==> config.mk <==
export PLATFORM = sky130hd
export DESIGN_NAME = noise_bank
export DESIGN_NICKNAME = d
export VERILOG_FILES = /design/src/rtl/noise_pkg.sv /design/src/rtl/noise_lfsr_channel.sv /design/src/rtl/noise_bank.sv
export SDC_FILE = /design/constraint.sdc
export NUM_CORES = 1
export LEC_CHECK = 0
export CAP_MARGIN = 0
export CORE_ASPECT_RATIO = 0.75
export CORE_UTILIZATION = 50
export CTS_BUF_LIST = sky130_fd_sc_hd__clkbuf_8
export DETAILED_ROUTE_END_ITERATION = 10
export PLACE_DENSITY = 0.74
export SLEW_MARGIN = 10
export SYNTH_ARGS = -nofsm -noshare
export SYNTH_HDL_FRONTEND = slang
export SYNTH_SLANG_ARGS = --single-unit
export TNS_END_PERCENT = 1
==> constraint.sdc <==
create_clock -name audio_tick -period 4.1 [get_ports audio_tick]
set_input_delay 0.615 -clock audio_tick [delete_from_list [all_inputs] [get_ports audio_tick]]
set_output_delay 0.615 -clock audio_tick [all_outputs]
set_load 0.005 [all_outputs]
==> src/rtl/noise_pkg.sv <==
// Shared encodings and short-mode tap helpers for the noise bank.
package noise_pkg;

   localparam logic MODE_LONG  = 1'b0;
   localparam logic MODE_SHORT = 1'b1;

   localparam int unsigned SHORT_TAP_HI = 6;
   localparam int unsigned SHORT_TAP_LO = 5;
   localparam int unsigned SHORT_LEN    = SHORT_TAP_HI + 1;

   // The short sequence lives in the low bits; an all-zero low field is kicked back to life.
   function automatic logic short_feedback(input logic [SHORT_LEN-1:0] low);
      if (low == '0) begin
         return 1'b1;
      end
      return low[SHORT_TAP_HI] ^ low[SHORT_TAP_LO];
   endfunction

endpackage

==> src/rtl/noise_lfsr_channel.sv <==
// One noise channel: LFSR, rate divider and its configuration registers.
module noise_lfsr_channel
   import noise_pkg::*;
#(
   parameter int unsigned LFSR_WIDTH = 16,
   parameter int unsigned OUT_WIDTH  = 10,
   parameter int unsigned DIV_WIDTH  = 8
) (
   input  logic                  audio_tick,
   input  logic                  reset,
   input  logic                  enable,
   input  logic                  cfg_wr,
   input  logic [DIV_WIDTH-1:0]  cfg_period,
   input  logic                  cfg_mode,
   input  logic                  cfg_seed_load,
   input  logic [LFSR_WIDTH-1:0] cfg_seed,
   output logic [OUT_WIDTH-1:0]  sample,
   output logic                  valid
);

   logic [LFSR_WIDTH-1:0] lfsr_q, lfsr_d;
   logic [DIV_WIDTH-1:0]  cnt_q, cnt_d;
   logic [DIV_WIDTH-1:0]  period_q, period_d;
   logic                  mode_q, mode_d;
   logic                  valid_q, valid_d;
   logic                  feedback;

   always_comb begin
      if (mode_q == MODE_SHORT) begin
         feedback = short_feedback(lfsr_q[SHORT_LEN-1:0]);
      end else begin
         feedback = lfsr_q[LFSR_WIDTH-1] ^ lfsr_q[LFSR_WIDTH-3] ^
                    lfsr_q[LFSR_WIDTH-4] ^ lfsr_q[LFSR_WIDTH-6];
      end
   end

   // A configuration write pre-empts any step that was due in the same tick.
   always_comb begin
      lfsr_d   = lfsr_q;
      cnt_d    = cnt_q;
      period_d = period_q;
      mode_d   = mode_q;
      valid_d  = 1'b0;
      if (cfg_wr) begin
         period_d = cfg_period;
         mode_d   = cfg_mode;
         cnt_d    = cfg_period;
         if (cfg_seed_load) begin
            lfsr_d = (cfg_seed == '0) ? LFSR_WIDTH'(1) : cfg_seed;
         end
      end else if (enable) begin
         if (cnt_q == '0) begin
            lfsr_d  = {lfsr_q[LFSR_WIDTH-2:0], feedback};
            cnt_d   = period_q;
            valid_d = 1'b1;
         end else begin
            cnt_d = cnt_q - DIV_WIDTH'(1);
         end
      end
   end

   always_ff @(posedge audio_tick) begin
      if (reset) begin
         lfsr_q   <= '1;
         cnt_q    <= '0;
         period_q <= '0;
         mode_q   <= MODE_LONG;
         valid_q  <= 1'b0;
      end else begin
         lfsr_q   <= lfsr_d;
         cnt_q    <= cnt_d;
         period_q <= period_d;
         mode_q   <= mode_d;
         valid_q  <= valid_d;
      end
   end

   assign sample = lfsr_q[LFSR_WIDTH-1 -: OUT_WIDTH];
   assign valid  = valid_q;

endmodule

==> src/rtl/noise_bank.sv <==
// Bank of independent LFSR noise channels; this level only decodes writes and packs outputs.
module noise_bank
   import noise_pkg::*;
#(
   parameter int unsigned LFSR_WIDTH = 16,
   parameter int unsigned OUT_WIDTH  = 10,
   parameter int unsigned CHANNELS   = 4,
   parameter int unsigned DIV_WIDTH  = 8,
   localparam int unsigned CH_W      = (CHANNELS > 1) ? $clog2(CHANNELS) : 1
) (
   input  logic                          audio_tick,
   input  logic                          reset,
   input  logic [CHANNELS-1:0]           ch_enable,
   input  logic                          cfg_we,
   input  logic [CH_W-1:0]               cfg_ch,
   input  logic [DIV_WIDTH-1:0]          cfg_period,
   input  logic                          cfg_mode,
   input  logic                          cfg_seed_load,
   input  logic [LFSR_WIDTH-1:0]         cfg_seed,
   output logic [CHANNELS*OUT_WIDTH-1:0] noise_out,
   output logic [CHANNELS-1:0]           noise_valid
);

   logic cfg_hit;

   // Channel indices beyond the populated range are dropped.
   assign cfg_hit = cfg_we && (32'(cfg_ch) < CHANNELS);

   for (genvar c = 0; c < CHANNELS; c++) begin : g_ch
      logic wr;

      assign wr = cfg_hit && (cfg_ch == CH_W'(c));

      noise_lfsr_channel #(
         .LFSR_WIDTH (LFSR_WIDTH),
         .OUT_WIDTH  (OUT_WIDTH),
         .DIV_WIDTH  (DIV_WIDTH)
      ) u_chan (
         .audio_tick    (audio_tick),
         .reset         (reset),
         .enable        (ch_enable[c]),
         .cfg_wr        (wr),
         .cfg_period    (cfg_period),
         .cfg_mode      (cfg_mode),
         .cfg_seed_load (cfg_seed_load),
         .cfg_seed      (cfg_seed),
         .sample        (noise_out[c*OUT_WIDTH +: OUT_WIDTH]),
         .valid         (noise_valid[c])
      );
   end

endmodule

==> results.py, run 1 <==
metrics = {
    "finish": {
        "num-fill-cells": 1287,
        "n_antenna_cell": 0,
        "syn2layout_area_growth_pct": 13.0,
        "multiInputGateArea_mm2": 0.00386,
        "drive_gt1_share_pct": 6.42,
        "layout.cells.non_filler": 1177,
        "seqCellArea_mm2": 0.00272,
        "fin_area_mm2": 0.00819,
        "final_nets": 1013,
    },
    "placed_design": {
        "gp_congestion": 0.831,
        "hpwlAfterDp_um": 12300,
        "dpl_cell_area_mm2": 0.00775,
        "port_buffers": 78,
        "place_inst": 1146,
    },
    "synthesis": {
        "ys.flop_type": "dfxtp_1",
        "synth.yosys.seq_area_share_pct": 37.5,
        "netlist_area_mm2": 0.00725,
        "syn_inst": 961,
        "synthesis.nets": 1004,
        "synth-edff-count": 0,
        "ys_types": 63,
        "yosysWarnings": 0,
        "async_flop_share_pct": 0,
        "ys_ff_latch": 136,
        "synth_area_per_cell_um2": 7.54,
    },
    "critical_path": {
        "path_class": "reg -> reg",
        "cp-end-kind": "flop",
        "r2r_setup_slack_ns": 1.35,
        "worstPathMaxFanout": 32,
        "start_kind": "flop",
        "cp.required_ns": 4.43,
        "reg2reg_depth": 7,
        "critPathArrivalTime_ns": 3.07,
    },
    "clocking": {
        "clkTransAtPathRegs_ns": 0.08,
        "ctsResizeCount": 0,
        "cts_buffers": 17,
        "cts_max_path_buffers": 2,
        "clock_latency_ns": 0.46,
        "postCtsSetupBuffers": 0,
        "ctsHoldBuffers": 0,
        "ctsHtreeMaxLevel": 4,
        "clock_sink_count": 136,
        "cts_root_buf": "clkbuf_8",
        "cts_tree": "built",
    },
    "floorplanning": {
        "die_area_mm2": 0.0150,
        "fp.dieH_um": 106,
        "core_mm2": 0.0139,
        "ios": 79,
        "initial_core_util_pct": 52.0,
        "placementRows": 37,
        "die_width_um": 141,
    },
    "global_routing": {
        "grt_pass1_vias": 5979,
        "grt_pass1_wl_um": 30500,
        "gr-total-overflow": 0,
        "grt_use_total_pct": 25.9,
        "antenna_found_initial": 0,
        "grt_max_degree": 72,
    },
    "sta": {
        "min_period_ns": 2.75,
        "rsz0062_at_grt": "false",
        "whs_ns": 0.456,
        "timing_hold_violations_final": 0,
        "worst_slew_pin_slew_ns": 1.06,
        "finalSetupViolations": 0,
        "finalMaxSlewViolations": 0,
        "fin_crit_sh_pct": 67.0,
        "finClkSkew_ns": 0.0114,
        "setup_tns_ns": 0,
        "max_freq_mhz": 364,
        "relSlewSlack_pct": 29.6,
    },
    "pwr": {
        "leakage_nw": 3.47,
        "report.power.total_w": 0.00382,
        "power_frac_comb_pct": 26.1,
        "p_sw_share_pct": 32.0,
        "p_switching_w": 0.00122,
        "p_clk_share_pct": 32.5,
        "p_per_area_mw_per_mm2": 466,
        "ir_drop_v": 0.000227,
        "pwr-share-seq_pct": 41.4,
        "intPower_w": 0.00260,
    },
    "detailed_routing": {
        "ant_nets": 0,
        "drtIter0Drc": 574,
        "wl_um": 18600,
        "post-route-drc-count": 0,
        "dr_total_vias": 6689,
        "dr.pass1.iters": 5,
        "post_drt_wl_per_cell_um": 15.8,
        "viasPerCell": 5.68,
    },
    "hold_path": {
        "min_path_cells": 2,
        "hp-class": "reg -> reg",
    },
    "outcome": {
        "status": "finished clean",
    },
    "run": {
        "drv_cap": 0,
    },
}
worst paths after layout:
check | startpoint | endpoint
worst max register to register | g_ch[2].u_chan.cnt_q[0]$_SDFFE_PP0P_ | g_ch[2].u_chan.lfsr_q[11]$_SDFFE_PP1P_
worst min-delay path | g_ch[3].u_chan.period_q[5]$_SDFFE_PP0P_ | g_ch[3].u_chan.period_q[5]$_SDFFE_PP0P_
worst min register to register | g_ch[3].u_chan.period_q[5]$_SDFFE_PP0P_ | g_ch[3].u_chan.period_q[5]$_SDFFE_PP0P_
worst max-delay path | g_ch[2].u_chan.cnt_q[0]$_SDFFE_PP0P_ | g_ch[2].u_chan.lfsr_q[11]$_SDFFE_PP1P_
per-stage QoR:
step | util, % | setup WS [ns]
global placement | 55.6 | 1.27
global route | 58.8 | 1.10
CTS | 58.8 | 1.39
floorplan | - | 2.17
finish | 58.8 | 1.35
detailed placement | 55.6 | 1.18
flip-flops by register name, indices dropped and copies added, names as in the netlist:
signal and count:
g_ch.u_chan.mode_q 4, g_ch.u_chan.period_q 32, g_ch.u_chan.valid 4, g_ch.u_chan.cnt_q 32, g_ch.u_chan.lfsr_q 64
placed cells by master, fill, tap and decap left out, drive strengths merged, types with 7 or more instances in the layout:
cell type,n
or4,8
clkdlybuf4s50,77
a21oi,70
nand3,16
o211ai,8
nor2b,10
ha,8
and3,61
clkbuf,21
o2111ai,8
a31oi,14
inv,14
nor2,81
buf,15
dfxtp,136
nand2,214
nor3b,8
o21ai,88
o21a,7
nor3,25
xnor2,11
worst max-delay path, cell delays in order, from the launching register on:
cell and delay, ns:
dfxtp_1 0.33, inv_1 0.12, ha_1 0.24, nor4b_2 0.43, nand2_2 0.24, o21ai_2 0.87, and3_1 0.29, o21ai_0 0.09
power by group through the flow:
stage               clock (W)  sequential (W)  combinational (W)
floorplan                   0         0.00156           0.000789
global placement            0         0.00161           0.000968
detailed placement          0         0.00161           0.000985
CTS                   0.00125         0.00158           0.000988
global route          0.00132         0.00160            0.00112
finish                0.00124         0.00158           0.000995
kinds of logic after synthesis:
group | after synthesis | synth area share [%]
AND/OR/NAND/NOR | 455 | 30.4
XOR/XNOR | 15 | 1.81
adder cells (fa/ha/maj) | 8 | 1.38
buffers and inverters | 113 | 9.23
AO/OA/AOI/OAI | 227 | 18.7
multiplexers | 7 | 0.984
flip-flops | 136 | 37.5
synthesized netlist by cell type (all sizes together) (7+ instances only):
cell type  count  share of area, %
and3          61               5.3
nand3         16               1.1
a21oi         70               4.8
o21ai         88               6.2
nor2b         10              0.86
xnor2         11               1.3
ha             8               1.4
dfxtp        136                38
or4            8              0.83
nor2          81               4.2
inv           11              0.57
nor3          25               1.9
nor3b          8              0.90
o211ai         8              0.83
o21a           7              0.72
nand2        214                11
buf           69               6.5
o2111ai        8              0.97
clkbuf        33               2.2
a31oi         14               1.2
metal layers:
layer / routed length, um / GRT usage (%)
met2: 7760 / 37.2
met4: 236 / 7.22
met3: 1070 / 5.45
met1: 9520 / 38.5
met5: 0 / 0
final cells by class:
| class | instances | share of cell area, % |
|---|---|---|
| multi-input combinational | 712 | 47.2 |
| sequential | 136 | 33.2 |
| timing repair buffer | 92 | 10.8 |
| clock buffer | 21 | 3.53 |
| tap | 195 | 2.98 |
| clock inverter | 10 | 1.85 |
| inverter | 11 | 0.504 |
Note: power is estimated with default switching activity, not from simulation.
==> run 2: changes to the inputs <==
==> constraint.sdc (replaced) <==
create_clock -name audio_tick -period 2.8 [get_ports audio_tick]
set_input_delay 0.42 -clock audio_tick [delete_from_list [all_inputs] [get_ports audio_tick]]
set_output_delay 0.42 -clock audio_tick [all_outputs]
set_load 0.005 [all_outputs]
==> run 2 against run 1 <==
Net effect: clock power is 24% higher; count of clock-buffer cells in the layout decreased by 4; register-to-register slack got worse by 1.1 ns; core utilization increased by 0.24 points; cell area increased by 0.41%; combinational power up 52%; first-iteration DRC count grew 8.9%; hold slack worse by 0.0017 ns; non-clock buffer count rose by 14; maximum frequency grew 8.5%; die area did not move; sequential share of layout area decreased by 0.14 points.
==> results.py, run 2 (same netlist as run 1, synthesis figures left out) <==
metrics = {
    "finish": {
        "syn2layout_area_growth_pct": 13.4,
        "layout_commonest_cell": "nand2_1",
        "largest_register_ffs": 64,
        "drive_gt1_share_pct": 8.12,
        "final_nets": 1027,
        "top_register": "g_ch.u_chan.lfsr_q",
        "largest_registers": "g_ch.u_chan.lfsr_q x64, g_ch.u_chan.cnt_q x32, g_ch.u_chan.period_q x32",
        "n_antenna_cell": 0,
        "num-fill-cells": 1294,
        "final_cell_mix": "211 x nand2_1, 136 x dfxtp_1, 81 x nor2_1",
    },
    "clocking": {
        "cts_root_buf": "clkbuf_8",
        "ctsHoldBuffers": 0,
        "cts_tree": "built",
        "clkTransAtPathRegs_ns": 0.09,
        "clock_latency_ns": 0.45,
        "cts_buffers": 17,
        "postCtsSetupBuffers": 0,
        "clock_sink_count": 136,
        "cts_max_path_buffers": 2,
        "ctsHtreeMaxLevel": 4,
        "ctsResizeCount": 0,
    },
    "sta": {
        "worst_slack_ns": 0.271,
        "finalMaxSlewViolations": 0,
        "max_freq_mhz": 395,
        "rsz0062_at_grt": "false",
        "finClkSkew_ns": 0.0137,
        "min_period_ns": 2.53,
        "timing_hold_violations_final": 0,
        "finalSetupViolations": 0,
        "setup_tns_ns": 0,
        "worst_slew_pin_slew_ns": 1.09,
        "relSlewSlack_pct": 27.2,
        "fin_crit_sh_pct": 90.3,
    },
    "detailed_routing": {
        "dr_total_vias": 6626,
        "drtIter0Drc": 625,
        "post_drt_wl_per_cell_um": 15.8,
        "dr.pass1.iters": 5,
        "wl_um": 18800,
        "post-route-drc-count": 0,
        "viasPerCell": 5.56,
        "ant_nets": 0,
    },
    "pwr": {
        "p_per_area_mw_per_mm2": 652,
        "power_frac_comb_pct": 28.1,
        "p_sw_share_pct": 35.8,
        "leakage_nw": 3.50,
        "p_switching_w": 0.00192,
        "p_clk_share_pct": 28.7,
        "pwr-share-seq_pct": 43.2,
        "ir_drop_v": 0.000354,
        "intPower_w": 0.00344,
    },
    "critical_path": {
        "worstPathMaxFanout": 31,
        "path_class": "reg -> reg",
        "slowest_stage": "o21ai_2",
        "start_kind": "flop",
        "crit_chain": "inv_1, ha_1, nor4b_4, nand2_1, o21ai_2, and3_1, o21ai_0",
        "cpPeakStageDelay_ns": 0.86,
        "critPathArrivalTime_ns": 2.82,
        "cp.required_ns": 3.09,
        "cp-end-kind": "flop",
    },
    "global_routing": {
        "gr-total-overflow": 0,
        "grt_pass1_wl_um": 30600,
        "antenna_found_initial": 0,
        "grt_max_degree": 72,
        "grt_use_total_pct": 25.9,
        "grt_pass1_vias": 5714,
    },
    "placed_design": {
        "hpwlAfterDp_um": 12800,
        "gp_congestion": 0.880,
        "pre_cts_slack_ns": 0.0856,
        "port_buffers": 78,
    },
    "floorplanning": {
        "fp.dieH_um": 106,
        "die_area_mm2": 0.0150,
        "initial_core_util_pct": 52.0,
        "ios": 79,
        "die_width_um": 141,
        "core_mm2": 0.0139,
        "placementRows": 37,
    },
    "hold_path": {
        "hp-class": "reg -> reg",
    },
    "run": {
        "drv_cap": 0,
    },
    "outcome": {
        "status": "finished clean",
    },
}
-- run 2: cell type report --
class / instances / area (um^2) / area share (%)
tap: 195 / 244 / 2.97
clock inverter: 15 / 135 / 1.64
multi-input combinational: 712 / 3860 / 47.0
clock buffer: 17 / 234 / 2.84
timing repair buffer: 106 / 986 / 12.0
sequential: 136 / 2720 / 33.1
inverter: 11 / 41.3 / 0.502
-- run 2: metrics by stage --
step / std cells / hold slack (ns) / area (um^2) / utilization, % / total power, W
2_1_floorplan: 961 / 0.431 / 7250 / - / 0.00345
3_3_place_gp: 1160 / 0.443 / 7860 / 56.4 / 0.00382
3_5_place_dp: 1160 / 0.446 / 7860 / 56.4 / 0.00384
4_1_cts: 1192 / 0.458 / 8230 / 59.0 / 0.00538
5_1_grt: 1192 / 0.482 / 8230 / 59.0 / 0.00569
6_report: 1192 / 0.454 / 8230 / 59.0 / 0.00536
-- run 2: power by group through the flow --
stage | clock (W) | combinational, W | sequential [W]
2_1_floorplan | 0 | 0.00115 | 0.00229
3_3_place_gp | 0 | 0.00147 | 0.00235
3_5_place_dp | 0 | 0.00149 | 0.00235
4_1_cts | 0.00157 | 0.00149 | 0.00231
5_1_grt | 0.00166 | 0.00168 | 0.00235
6_report | 0.00154 | 0.00151 | 0.00231
-- run 2: per-layer routing --
| metal | track usage [%] | share of wire (%) | up-vias |
|---|---|---|---|
| met5 | 0 | 0 | - |
| met3 | 4.64 | 7.3 | 25 |
| met4 | 7.53 | 1.3 | 0 |
| met1 | 39.9 | 50 | 3033 |
| met2 | 36.1 | 41 | 223 |
| li1 | - | - | 3345 |
-- run 2: path summary, 6_finish.rpt --
| path | from | end | slack, ns | cells after the start |
|---|---|---|---|---|
| setup / recovery | g_ch[0].u_chan.cnt_q[0]$_SDFFE_PP0P_ | g_ch[0].u_chan.lfsr_q[4]$_SDFFE_PP1P_ | 0.27 | 7 |
| hold / removal | g_ch[3].u_chan.period_q[4]$_SDFFE_PP0P_ | g_ch[3].u_chan.period_q[4]$_SDFFE_PP0P_ | 0.45 | 2 |
| setup reg to reg | g_ch[0].u_chan.cnt_q[0]$_SDFFE_PP0P_ | g_ch[0].u_chan.lfsr_q[4]$_SDFFE_PP1P_ | 0.27 | 7 |
| hold reg to reg | g_ch[3].u_chan.period_q[4]$_SDFFE_PP0P_ | g_ch[3].u_chan.period_q[4]$_SDFFE_PP0P_ | 0.45 | 2 |
-- run 2: critical path, delay by kind of cell, from the launching register on --
family | cells | cell delay, ns
buffers and inverters | 1 | 0.09
and+or+nand+nor | 3 | 0.77
AOI/OAI and AO/OA | 2 | 0.93
DFF | 1 | 0.36
adders and majority gates | 1 | 0.22
